===== config.mk =====
export PLATFORM = sky130hd
export DESIGN_NAME = change_dispenser
export DESIGN_NICKNAME = d
export VERILOG_FILES = /design/src/rtl/change_dispenser.sv
export SDC_FILE = /design/constraint.sdc
export NUM_CORES = 1
export LEC_CHECK = 0
export CAP_MARGIN = 15
export CORE_UTILIZATION = 55
export CTS_BUF_LIST = sky130_fd_sc_hd__clkbuf_4 sky130_fd_sc_hd__clkbuf_8
export CTS_CLUSTER_DIAMETER = 80
export DETAILED_ROUTE_END_ITERATION = 10
export DONT_BUFFER_PORTS = 1
export GPL_TIMING_DRIVEN = 0
export PLACE_DENSITY_LB_ADDON = 0.15
export SETUP_SLACK_MARGIN = 0.02
export SYNTH_ARGS = -nofsm -noshare
export SYNTH_HDL_FRONTEND = slang
export SYNTH_SLANG_ARGS = --single-unit

===== constraint.sdc =====
create_clock -name clk -period 4.2 [get_ports clk]
set_input_delay 0.63 -clock clk [delete_from_list [all_inputs] [get_ports clk]]
set_output_delay 0.63 -clock clk [all_outputs]
set_load 0.1 [all_outputs]

===== src/rtl/change_dispenser.sv =====
// Change dispenser: pays out an owed coin count to the hopper one coin at a time
// over a fire/ack handshake, tracking hopper stock and latching a jam on ack timeout.
module change_dispenser #(
    parameter int CW         = 3,
    parameter int SW         = 8,
    parameter int STOCK_INIT = 20,
    parameter int ACK_TO     = 15,
    parameter int GAP        = 2
) (
    input  logic          clk,
    input  logic          rst,
    input  logic          req,
    input  logic [CW-1:0] change,
    output logic          coin_fire,
    input  logic          coin_ack,
    input  logic          refill,
    input  logic [SW-1:0] refill_cnt,
    output logic          busy,
    output logic          done,
    output logic [CW-1:0] owed,
    output logic [SW-1:0] stock,
    output logic          empty,
    output logic          jam
);

    localparam int TW = (ACK_TO > 1) ? $clog2(ACK_TO) : 1;
    localparam int GW = (GAP > 1) ? $clog2(GAP) : 1;

    typedef enum logic [4:0] {
        S_IDLE  = 5'b00001,
        S_FIRE  = 5'b00010,
        S_GAP   = 5'b00100,
        S_DONE  = 5'b01000,
        S_FAULT = 5'b10000
    } state_t;

    state_t        state_q, state_d;
    logic [CW-1:0] owed_q, owed_d;
    logic [SW-1:0] stock_q, stock_d;
    logic [TW-1:0] timer_q, timer_d;
    logic [GW-1:0] gap_q, gap_d;
    logic          jam_q, jam_d;
    logic          coin_fire_q, coin_fire_d;
    logic          busy_q, busy_d;
    logic          done_q, done_d;
    logic          ack_ok;

    // Refill and a counted coin may land in the same cycle; the net change saturates at full scale.
    function automatic logic [SW-1:0] sat_stock(input logic [SW-1:0] cur,
                                                input logic [SW-1:0] add,
                                                input logic          dec);
        logic [SW:0] sum;
        sum = {1'b0, cur} + {1'b0, add};
        if (dec && (sum != '0))
            sum = sum - (SW+1)'(1);
        return sum[SW] ? {SW{1'b1}} : sum[SW-1:0];
    endfunction

    always_comb begin
        state_d = state_q;
        owed_d  = owed_q;
        jam_d   = jam_q;
        timer_d = '0;
        gap_d   = '0;
        ack_ok  = 1'b0;
        case (state_q)
            S_IDLE: begin
                if (req) begin
                    if (change == '0) begin
                        state_d = S_DONE;
                    end else if (!jam_q) begin
                        owed_d  = change;
                        state_d = (stock_q == '0) ? S_FAULT : S_FIRE;
                    end
                end
            end
            S_FIRE: begin
                // An ack arriving on the timeout cycle still counts as a coin.
                if (coin_ack) begin
                    ack_ok  = 1'b1;
                    owed_d  = owed_q - CW'(1);
                    state_d = (owed_q == CW'(1)) ? S_DONE : S_GAP;
                end else if (timer_q == TW'(ACK_TO - 1)) begin
                    jam_d   = 1'b1;
                    state_d = S_FAULT;
                end else begin
                    timer_d = timer_q + TW'(1);
                end
            end
            S_GAP: begin
                if (gap_q == GW'(GAP - 1))
                    state_d = (stock_q == '0) ? S_FAULT : S_FIRE;
                else
                    gap_d = gap_q + GW'(1);
            end
            S_DONE: begin
                owed_d  = '0;
                state_d = S_IDLE;
            end
            S_FAULT: begin
                if (!jam_q && (stock_q != '0))
                    state_d = S_FIRE;
            end
            default: state_d = S_IDLE;
        endcase

        stock_d     = sat_stock(stock_q, refill ? refill_cnt : '0, ack_ok);
        coin_fire_d = (state_d == S_FIRE);
        busy_d      = (state_d != S_IDLE);
        done_d      = (state_d == S_DONE);
    end

    always_ff @(posedge clk) begin
        if (rst) begin
            state_q     <= S_IDLE;
            owed_q      <= '0;
            stock_q     <= SW'(STOCK_INIT);
            timer_q     <= '0;
            gap_q       <= '0;
            jam_q       <= 1'b0;
            coin_fire_q <= 1'b0;
            busy_q      <= 1'b0;
            done_q      <= 1'b0;
        end else begin
            state_q     <= state_d;
            owed_q      <= owed_d;
            stock_q     <= stock_d;
            timer_q     <= timer_d;
            gap_q       <= gap_d;
            jam_q       <= jam_d;
            coin_fire_q <= coin_fire_d;
            busy_q      <= busy_d;
            done_q      <= done_d;
        end
    end

    assign coin_fire = coin_fire_q;
    assign busy      = busy_q;
    assign done      = done_q;
    assign owed      = owed_q;
    assign stock     = stock_q;
    assign jam       = jam_q;
    assign empty     = (stock_q == '0);

endmodule


# Yosys cells after proc, flatten, opt, wreduce, memory -nomap -nowiden
# Cells that the tools add are included.
[op_classes]
n_addsub = 5
n_eq_ne = 14
mux = 20
bitwise_logic = 3
reduce_logical = 13
[ops]
columns = ["operator", "count"]
rows = [
  ["$mux W5", 8],
  ["$pmux W5 S4", 1],
  ["$mux W8", 2],
  ["$mux W3", 4],
  ["$eq A5 B2 Y1 const B", 2],
  ["$eq A5 B4 Y1 const B", 2],
  ["$add A8 B8 Y9", 1],
  ["$mux W9", 1],
  ["$pmux W3 S3", 1],
  ["$reduce_bool A9 Y1", 1],
  ["$sub A9 B1 Y9 const B", 1],
  ["$logic_not A8 Y1", 1],
  ["$ne A2 B2 Y1 const B", 4],
  ["$reduce_bool A8 Y1", 1],
  ["$eq A5 B1 Y1 const B", 1],
  ["$eq A5 B3 Y1 const B", 1],
  ["$eq A5 B5 Y1 const B", 1],
  ["$ne A5 B1 Y1 const B", 1],
  ["$reduce_and A5 Y1", 1],
  ["$add A4 B1 Y4 const B", 1],
  ["$eq A4 B4 Y1 const B", 1],
  ["$mux W4", 1],
  ["$reduce_or A4 Y1", 1],
  ["$eq A3 B1 Y1 const B", 1],
  ["11 further kinds", 15],
]
[totals]
register_bits = 25
inputBits = 16
out_inout_bits = 16
elab_cells = 65

# Logic depth before layout (Yosys ltp)
# Gate-level depths: netlist of run 1.
[depth]
word_depth = 7
depth_mapped = 11
ltp_nobuf = 11

# Worst setup path after synthesis of run 1
# No wires, ideal clock.
[synth_timing]
path_kind = "register -> register"
start = "reg stock_q[0] (netlist: stock[0])"
end = "reg stock_q[1] (netlist: stock[1])"
setup_time_ps = 67
t_arrival_ps = 3247
required_ps = 4133
slack_ps = 886
path_stages_with_launch = 11
n_path_buf = 0
period_less_slack_ps = 3314
cell_sequence = "dfxtp_1 > ha_1 > inv_1 > fa_1 > nor2b_1 > o2111a_1 > o21ai_0 > a221oi_4 > a31oi_1 > mux2_4 > a21oi_2"
[synth_via]
elab_chain_len = 5
word_cells_on_any_way = 6
cone_classes = "add/sub: 2; mux: 2; reduce/logical: 2"
[synth_rtl]
columns = ["item", "line_no", "rtl"]
rows = [
  ["start, declared", "39", "logic [SW-1:0] stock_q, stock_d;"],
  ["start signal, assigned", "117", "stock_q <= SW'(STOCK_INIT);"],
  ["start signal, assigned", "127", "stock_q <= stock_d;"],
  ["$add A8 B8 Y9 (*)", "53", "sum = {1'b0, cur} + {1'b0, add};"],
  ["parallel branches: the longest is 2 deep, another holds $sub A9 B1 Y9", "-", ""],
  ["$mux W9 (*)", "54", "if (dec && (sum != '0))"],
  ["$mux W8 (*)", "56", "return sum[SW] ? {SW{1'b1}} : sum[SW-1:0];"],
]
# Mark *: on every way between the ends.
# A chain may end at the register's enable or synchronous reset.

# Final worst setup path of run 1
# Same ends and word-level chain as after synthesis.

==> results by group, run 1 <==
Status
  • Status: completed

Synthesis
  • Synth Flop Type: dfxtp_1
  • Yosys top cell by area: dfxtp_1
  • Post-synth EDFFs: 0
  • Mean Syn Cell Area: 8.28 sq um
  • Gate Count Post-Synth: 214
  • Post-synth cell types: 55
  • Top cells by area in the synthesized netlist: dfxtp_1, ha_1, nor2_1
  • Synth warn: 0
  • Proportion of netlist area held by the largest area contributor: 28.2%
  • Fraction of registers with async set/reset: 0%
  • Synth Register Bits: 25
  • Seq/Total Area, Yosys: 28.2%
  • Cell area after synthesis: 1770 sq um
  • Syn nets: 245

Worst setup path
  • CP Launch Type: flip-flop
  • CP max stage cell: dfxtp_1
  • Critical Path Fanout Max: 9
  • Cell chain of the critical path: ha_1 > inv_1 > fa_1 > nor2b_1 > o2111a_1 > o21ai_0 > a221oi_4 > a31oi_1 > mux2_4 > a21oi_2
  • CP delay by family, top: compound AO/OA/AOI/OAI gates
  • Worst Path Arrival: 3.89 ns
  • CP bufs+invs: 1
  • Slowest stage delay, CP: 1.01 ns
  • Worst setup EP type: flip-flop
  • Worst Path Required: 4.46 ns
  • Setup CP Type: flip-flop to flip-flop

Timing
  • Slack of the critical path: 0.571 ns
  • Total negative slack: 0 ns
  • RSZ-0062 raised after global routing: false
  • Period minus WS final: 3.63 ns
  • Achievable Freq: 276 MHz
  • Period utilization: 86.4%
  • Max Clock Skew: 0.00539 ns
  • Hold Slack: 0.479 ns
  • Slew Limit Fails: 0
  • Max_slew headroom: 28.5%
  • Worst-margin pin slew: 1.07 ns
  • # setup viols final: 0
  • Hold Fails Final Rpt: 0

Routing
  • Wire length per cell: 14.5 microns
  • 1st-iter DRT viols: 60
  • WL final: 3810 microns
  • Vias per inst: 6.10
  • Antenna Violating Nets Remaining: 0
  • DR vias: 1597
  • DRT Pass-1 Iters: 4
  • Residual DRC: 0

Clock network
  • Total setup buffers inserted after CTS: 0
  • Worst skew pair latency: 0.32 ns
  • Hold Buf Count CTS: 0
  • H-tree Lvls: 1
  • Clock sinks: 25
  • CTS buffer count: 3
  • CTS tree: done
  • Root Buffer: clkbuf_4
  • Reg clk slew, reported paths: 0.14 ns
  • Deepest clock path buffer count: 2
  • Post_cts resized: 0

Power
  • Internal power: 0.532 mW
  • Switching Share: 56.7%
  • Power Density: 660 nW/um^2
  • Net Sw Power: 0.695 mW
  • Combinational group share of total power: 43.6%
  • Lkg Pwr: 0.756 nW
  • Worst vdd ir: 0.487 mV
  • Clock network fraction of total power: 9.2%
  • Total Power: 1.23 mW
  • Share of power burned in registers: 47.2%

Placement
  • Setup WS pre-CTS: 0.636 ns
  • Placed cells: 258
  • HPWL Detailed: 3020 microns
  • Buffers on Ports: 0
  • Routability Congestion: 0.918
  • Placed cell area: 1830 sq um

GRT
  • Vias in the first global route: 1445
  • First-pass GRT wire length: 6380 microns
  • Grt ovf: 0
  • Initial antenna violation count: 0
  • Largest net degree at the start of global routing: 17
  • Total GRT Usage: 23.8%

Final layout
  • Commonest non-fill, non-tap cell in the layout: nor2_1
  • Share of the core filled with cells: 60.9%
  • Fillers: 290
  • Fraction of layout cells with a size suffix above 1: 9.63%
  • Final instance area: 1860 sq um
  • Final Non-Filler Cells: 262
  • Layout area overhead: 4.87%
  • Fin nets: 250
  • Most frequent cells in the layout: nor2_1, dfxtp_1, inv_1
  • Diode count: 0

Floorplan
  • Io pins: 32
  • Die Height: 58.8 microns
  • Die width: 58.8 microns
  • Die area: 3450 sq um
  • Row cnt: 20
  • Starting Density: 58.1%
  • Core ar.: 3050 sq um

Job
  • Max-Cap Viols: 0

Worst hold path
  • Hold crit path type: flip-flop to flip-flop
## worst reg2reg max path, cell delays in order, from the launching register on
cell and delay (ns):
dfxtp_1 1.01, ha_1 0.33, inv_1 0.07, fa_1 0.40, nor2b_1 0.18, o2111a_1 0.24
o21ai_0 0.20, a221oi_4 0.52, a31oi_1 0.19, mux2_4 0.33, a21oi_2 0.12
## sequential cells by signal, indices dropped and copies added (netlist names)
register   cells
busy           1
coin_fire      1
done           1
gap_q          1
jam            1
owed           3
state_q        5
stock          8
timer_q        4
## synth_stat cells, drive strengths merged, types with 2 or more instances
| library cell | count |
|---|---|
| nor2 | 28 |
| dfxtp | 25 |
| inv | 16 |
| a21oi | 15 |
| ha | 14 |
| nand2 | 12 |
| nand3 | 11 |
| o21ai | 9 |
| and2 | 7 |
| xnor2 | 7 |
| a211oi | 5 |
| a311oi | 5 |
| xor2 | 5 |
| a31oi | 4 |
| nor3 | 4 |
| nor4 | 4 |
| or2 | 4 |
| a21o | 3 |
| nand2b | 3 |
| a221oi | 2 |
| a22oi | 2 |
| buf | 2 |
| nand4 | 2 |
| o211ai | 2 |
| or3 | 2 |
## power by group through the flow
stage / clock, mW / combinational, mW / sequential, mW
floorplan: 0 / 0.444 / 0.571
global placement: 0 / 0.510 / 0.585
detailed placement: 0 / 0.525 / 0.585
CTS: 0.119 / 0.529 / 0.580
global route: 0.130 / 0.588 / 0.585
finish: 0.113 / 0.535 / 0.579
## worst paths after layout
| kind | start | endpoint | slack [ns] | depth (start not counted) |
|---|---|---|---|---|
| min reg2reg | timer_q[0] | timer_q[0] | 0.48 | 1 |
| max | stock[0] | stock[1] | 0.57 | 10 |
| min | timer_q[0] | timer_q[0] | 0.48 | 1 |
| max reg2reg | stock[0] | stock[1] | 0.57 | 10 |
## cell families (layout without fill, tap and decap cells)
group,count (synthesis),count (layout),share of synthesized area [%]
AND/OR/NAND/NOR,83,83,24.1
buffers and inverters,19,23,4.45
multiplexers,2,2,2.12
AO/OA/AOI/OAI,58,58,24.1
flip-flops,25,25,28.2
XOR/XNOR,12,12,5.93
adder cells (fa/ha/maj),15,15,11.0
## metal layers
metal	vias up	GRT usage, %	wire length [microns]
met4	0	4.08	12
met3	2	6.59	202
li1	794	-	-
met5	-	0	0
met2	33	38.6	1810
met1	768	32.0	1780
## layout make-up
cell class,instances,area (sq um),share of cell area [%]
multi-input combinational,170,1190,64.2
sequential,25,500,26.9
clock buffer,3,22.5,1.21
buffer,3,18.8,1.01
inverter,16,60.1,3.23
tap,44,55.1,2.96
clock inverter,1,8.76,0.471
(Power assumes the default switching activity.)
==> inputs of run 2 (changes only) <==
--- a/config.mk
+++ b/config.mk
@@ -13,5 +13,5 @@
 export DONT_BUFFER_PORTS = 1
 export GPL_TIMING_DRIVEN = 0
-export PLACE_DENSITY_LB_ADDON = 0.15
+export PLACE_DENSITY_LB_ADDON = 0.2
 export SETUP_SLACK_MARGIN = 0.02
 export SYNTH_ARGS = -nofsm -noshare
==> constraint.sdc (replaced) <==
create_clock -name clk -period 4.2 [get_ports clk]
set_input_delay 0.84 -clock clk [delete_from_list [all_inputs] [get_ports clk]]
set_output_delay 0.84 -clock clk [all_outputs]
set_load 0.1 [all_outputs]
==> results by group, run 2 (synthesis gave the netlist of run 1 again) <==
Timing
  • # setup viols final: 0 (unchanged)
  • Max_slew headroom: 29.6% (was 28.5%)
  • Slew Limit Fails: 0 (unchanged)
  • Achievable Freq: 275 MHz (was 276 MHz)
  • Slack of the critical path: 0.570 ns (was 0.571 ns)
  • Worst-margin pin slew: 1.05 ns (was 1.07 ns)
  • Period minus WS final: 3.63 ns (about the same)
  • RSZ-0062 raised after global routing: false (unchanged)
  • Hold Fails Final Rpt: 0 (unchanged)
  • Max Clock Skew: 0.0129 ns (was 0.00539 ns)
  • Period utilization: 86.4% (about the same)
  • Total negative slack: 0 ns (unchanged)

Worst setup path
  • Slowest stage delay, CP: 1.01 ns (about the same)
  • CP bufs+invs: 1 (unchanged)
  • CP delay by family, top: flip-flops (was compound AO/OA/AOI/OAI gates)
  • Critical Path Fanout Max: 9 (unchanged)
  • Worst setup EP type: flip-flop (unchanged)
  • Worst Path Required: 4.41 ns (was 4.46 ns)
  • Cell chain of the critical path: ha_1 > inv_1 > fa_1 > nor2b_1 > o2111a_1 > o21ai_0 > a221oi_4 > nand2_2 > mux2i_4 > nand3_1 (was ha_1 > inv_1 > fa_1 > nor2b_1 > o2111a_1 > o21ai_0 > a221oi_4 > a31oi_1 > mux2_4 > a21oi_2)
  • Setup CP Type: flip-flop to flip-flop (unchanged)
  • Worst Path Arrival: 3.84 ns (was 3.89 ns)
  • CP max stage cell: dfxtp_1 (unchanged)
  • CP Launch Type: flip-flop (unchanged)

Routing
  • Wire length per cell: 14.4 microns (was 14.5 microns)
  • Antenna Violating Nets Remaining: 0 (unchanged)
  • WL final: 3780 microns (was 3810 microns)
  • 1st-iter DRT viols: 60 (unchanged)
  • DRT Pass-1 Iters: 4 (unchanged)
  • DR vias: 1579 (was 1597)
  • Vias per inst: 6.03 (was 6.10)
  • Residual DRC: 0 (unchanged)

Power
  • Share of power burned in registers: 47.3% (was 47.2%)
  • Worst vdd ir: 0.300 mV (was 0.487 mV)
  • Lkg Pwr: 0.756 nW (about the same)
  • Internal power: 0.537 mW (was 0.532 mW)
  • Clock network fraction of total power: 9.2% (about the same)
  • Switching Share: 56.2% (was 56.7%)
  • Net Sw Power: 0.688 mW (was 0.695 mW)
  • Combinational group share of total power: 43.5% (was 43.6%)
  • Power Density: 659 nW/um^2 (was 660 nW/um^2)

Final layout
  • Diode count: 0 (unchanged)
  • Share of the core filled with cells: 60.9% (about the same)
  • Layout area overhead: 4.80% (was 4.87%)
  • Most frequent cells in the layout: nor2_1, dfxtp_1, inv_1 (unchanged)
  • Max reg flops: 8 (unchanged)
  • Fraction of layout cells with a size suffix above 1: 9.63% (unchanged)
  • Fin nets: 250 (unchanged)
  • Commonest non-fill, non-tap cell in the layout: nor2_1 (unchanged)

Worst hold path
  • Hold crit path type: flip-flop to flip-flop (unchanged)

Placement
  • Setup WS pre-CTS: 0.631 ns (was 0.636 ns)
  • Buffers on Ports: 0 (unchanged)
  • HPWL Detailed: 3000 microns (was 3020 microns)
  • Routability Congestion: 0.916 (was 0.918)

GRT
  • Grt ovf: 0 (unchanged)
  • First-pass GRT wire length: 6300 microns (was 6380 microns)
  • Total GRT Usage: 23.7% (was 23.8%)
  • Vias in the first global route: 1451 (was 1445)
  • Largest net degree at the start of global routing: 14 (was 17)
  • Initial antenna violation count: 0 (unchanged)

Clock network
  • Deepest clock path buffer count: 2 (unchanged)
  • Hold Buf Count CTS: 0 (unchanged)
  • Total setup buffers inserted after CTS: 0 (unchanged)
  • Clock sinks: 25 (unchanged)
  • Root Buffer: clkbuf_4 (unchanged)
  • Worst skew pair latency: 0.32 ns (about the same)
  • H-tree Lvls: 1 (unchanged)
  • Reg clk slew, reported paths: 0.13 ns (was 0.14 ns)
  • Post_cts resized: 0 (unchanged)
  • CTS tree: done (unchanged)
  • CTS buffer count: 3 (unchanged)

Floorplan
  • Die Height: 58.8 microns (unchanged)
  • Core ar.: 3050 sq um (unchanged)
  • Starting Density: 58.1% (unchanged)
  • Row cnt: 20 (unchanged)
  • Die width: 58.8 microns (unchanged)
  • Io pins: 32 (unchanged)
  • Die area: 3450 sq um (unchanged)

Status
  • Status: completed (unchanged)

Job
  • Max-Cap Viols: 0 (unchanged)
==> run 2: changes by cell type in the layout (fill, tap and decap cells not counted) <==
cell      delta
clkbuf_4     +1
inv_6        -1
==> run 2: metrics by stage <==
step	hold slack, ns	area [sq um]	instances	power (mW)
floorplan	0.425	1770	214	1.02
finish	0.484	1860	262	1.22
global route	0.513	1860	262	1.31
global placement	0.440	1830	258	1.09
CTS	0.489	1860	262	1.22
detailed placement	0.463	1830	258	1.11
==> run 2: per-layer routing <==
metal  vias up  wire [microns]  GRT usage, %
li1        789               -             -
met1       742            1720          30.8
met2        44            1820          39.3
met3         4             214          5.49
met4         0              24          6.46
met5         -               0             0
==> run 2: worst reg2reg max path, cell delays in order, from the launching register on <==
cell      delay, ns
dfxtp_1        1.01
ha_1           0.33
inv_1          0.06
fa_1           0.39
nor2b_1        0.19
o2111a_1       0.24
o21ai_0        0.19
a221oi_4       0.52
nand2_2        0.15
mux2i_4        0.30
nand3_1        0.14
==> run 2: worst paths after layout <==
check | startpoint | end | slack, ns | cells after the start
worst max-delay path | stock[0] | stock[4] | 0.57 | 10
worst max register to register | stock[0] | stock[4] | 0.57 | 10
worst min-delay path | timer_q[0] | timer_q[0] | 0.48 | 1
worst min register to register | timer_q[0] | timer_q[0] | 0.48 | 1
==> run 2: power groups by stage <==
stage | registers [mW] | logic [mW] | clock network [mW]
6_report | 0.579 | 0.533 | 0.113
5_1_grt | 0.584 | 0.594 | 0.129
4_1_cts | 0.580 | 0.528 | 0.116
3_5_place_dp | 0.585 | 0.524 | 0
3_3_place_gp | 0.584 | 0.510 | 0
2_1_floorplan | 0.571 | 0.444 | 0
==> run 2: layout make-up <==
class                   count  area, sq um
inverters                  16         60.1
fillers                   288         1190
plain buffers               3         18.8
clock buffers               4         30.0
flip-flops and latches     25          500
multi-input cells         170         1190
well taps                  44         55.1
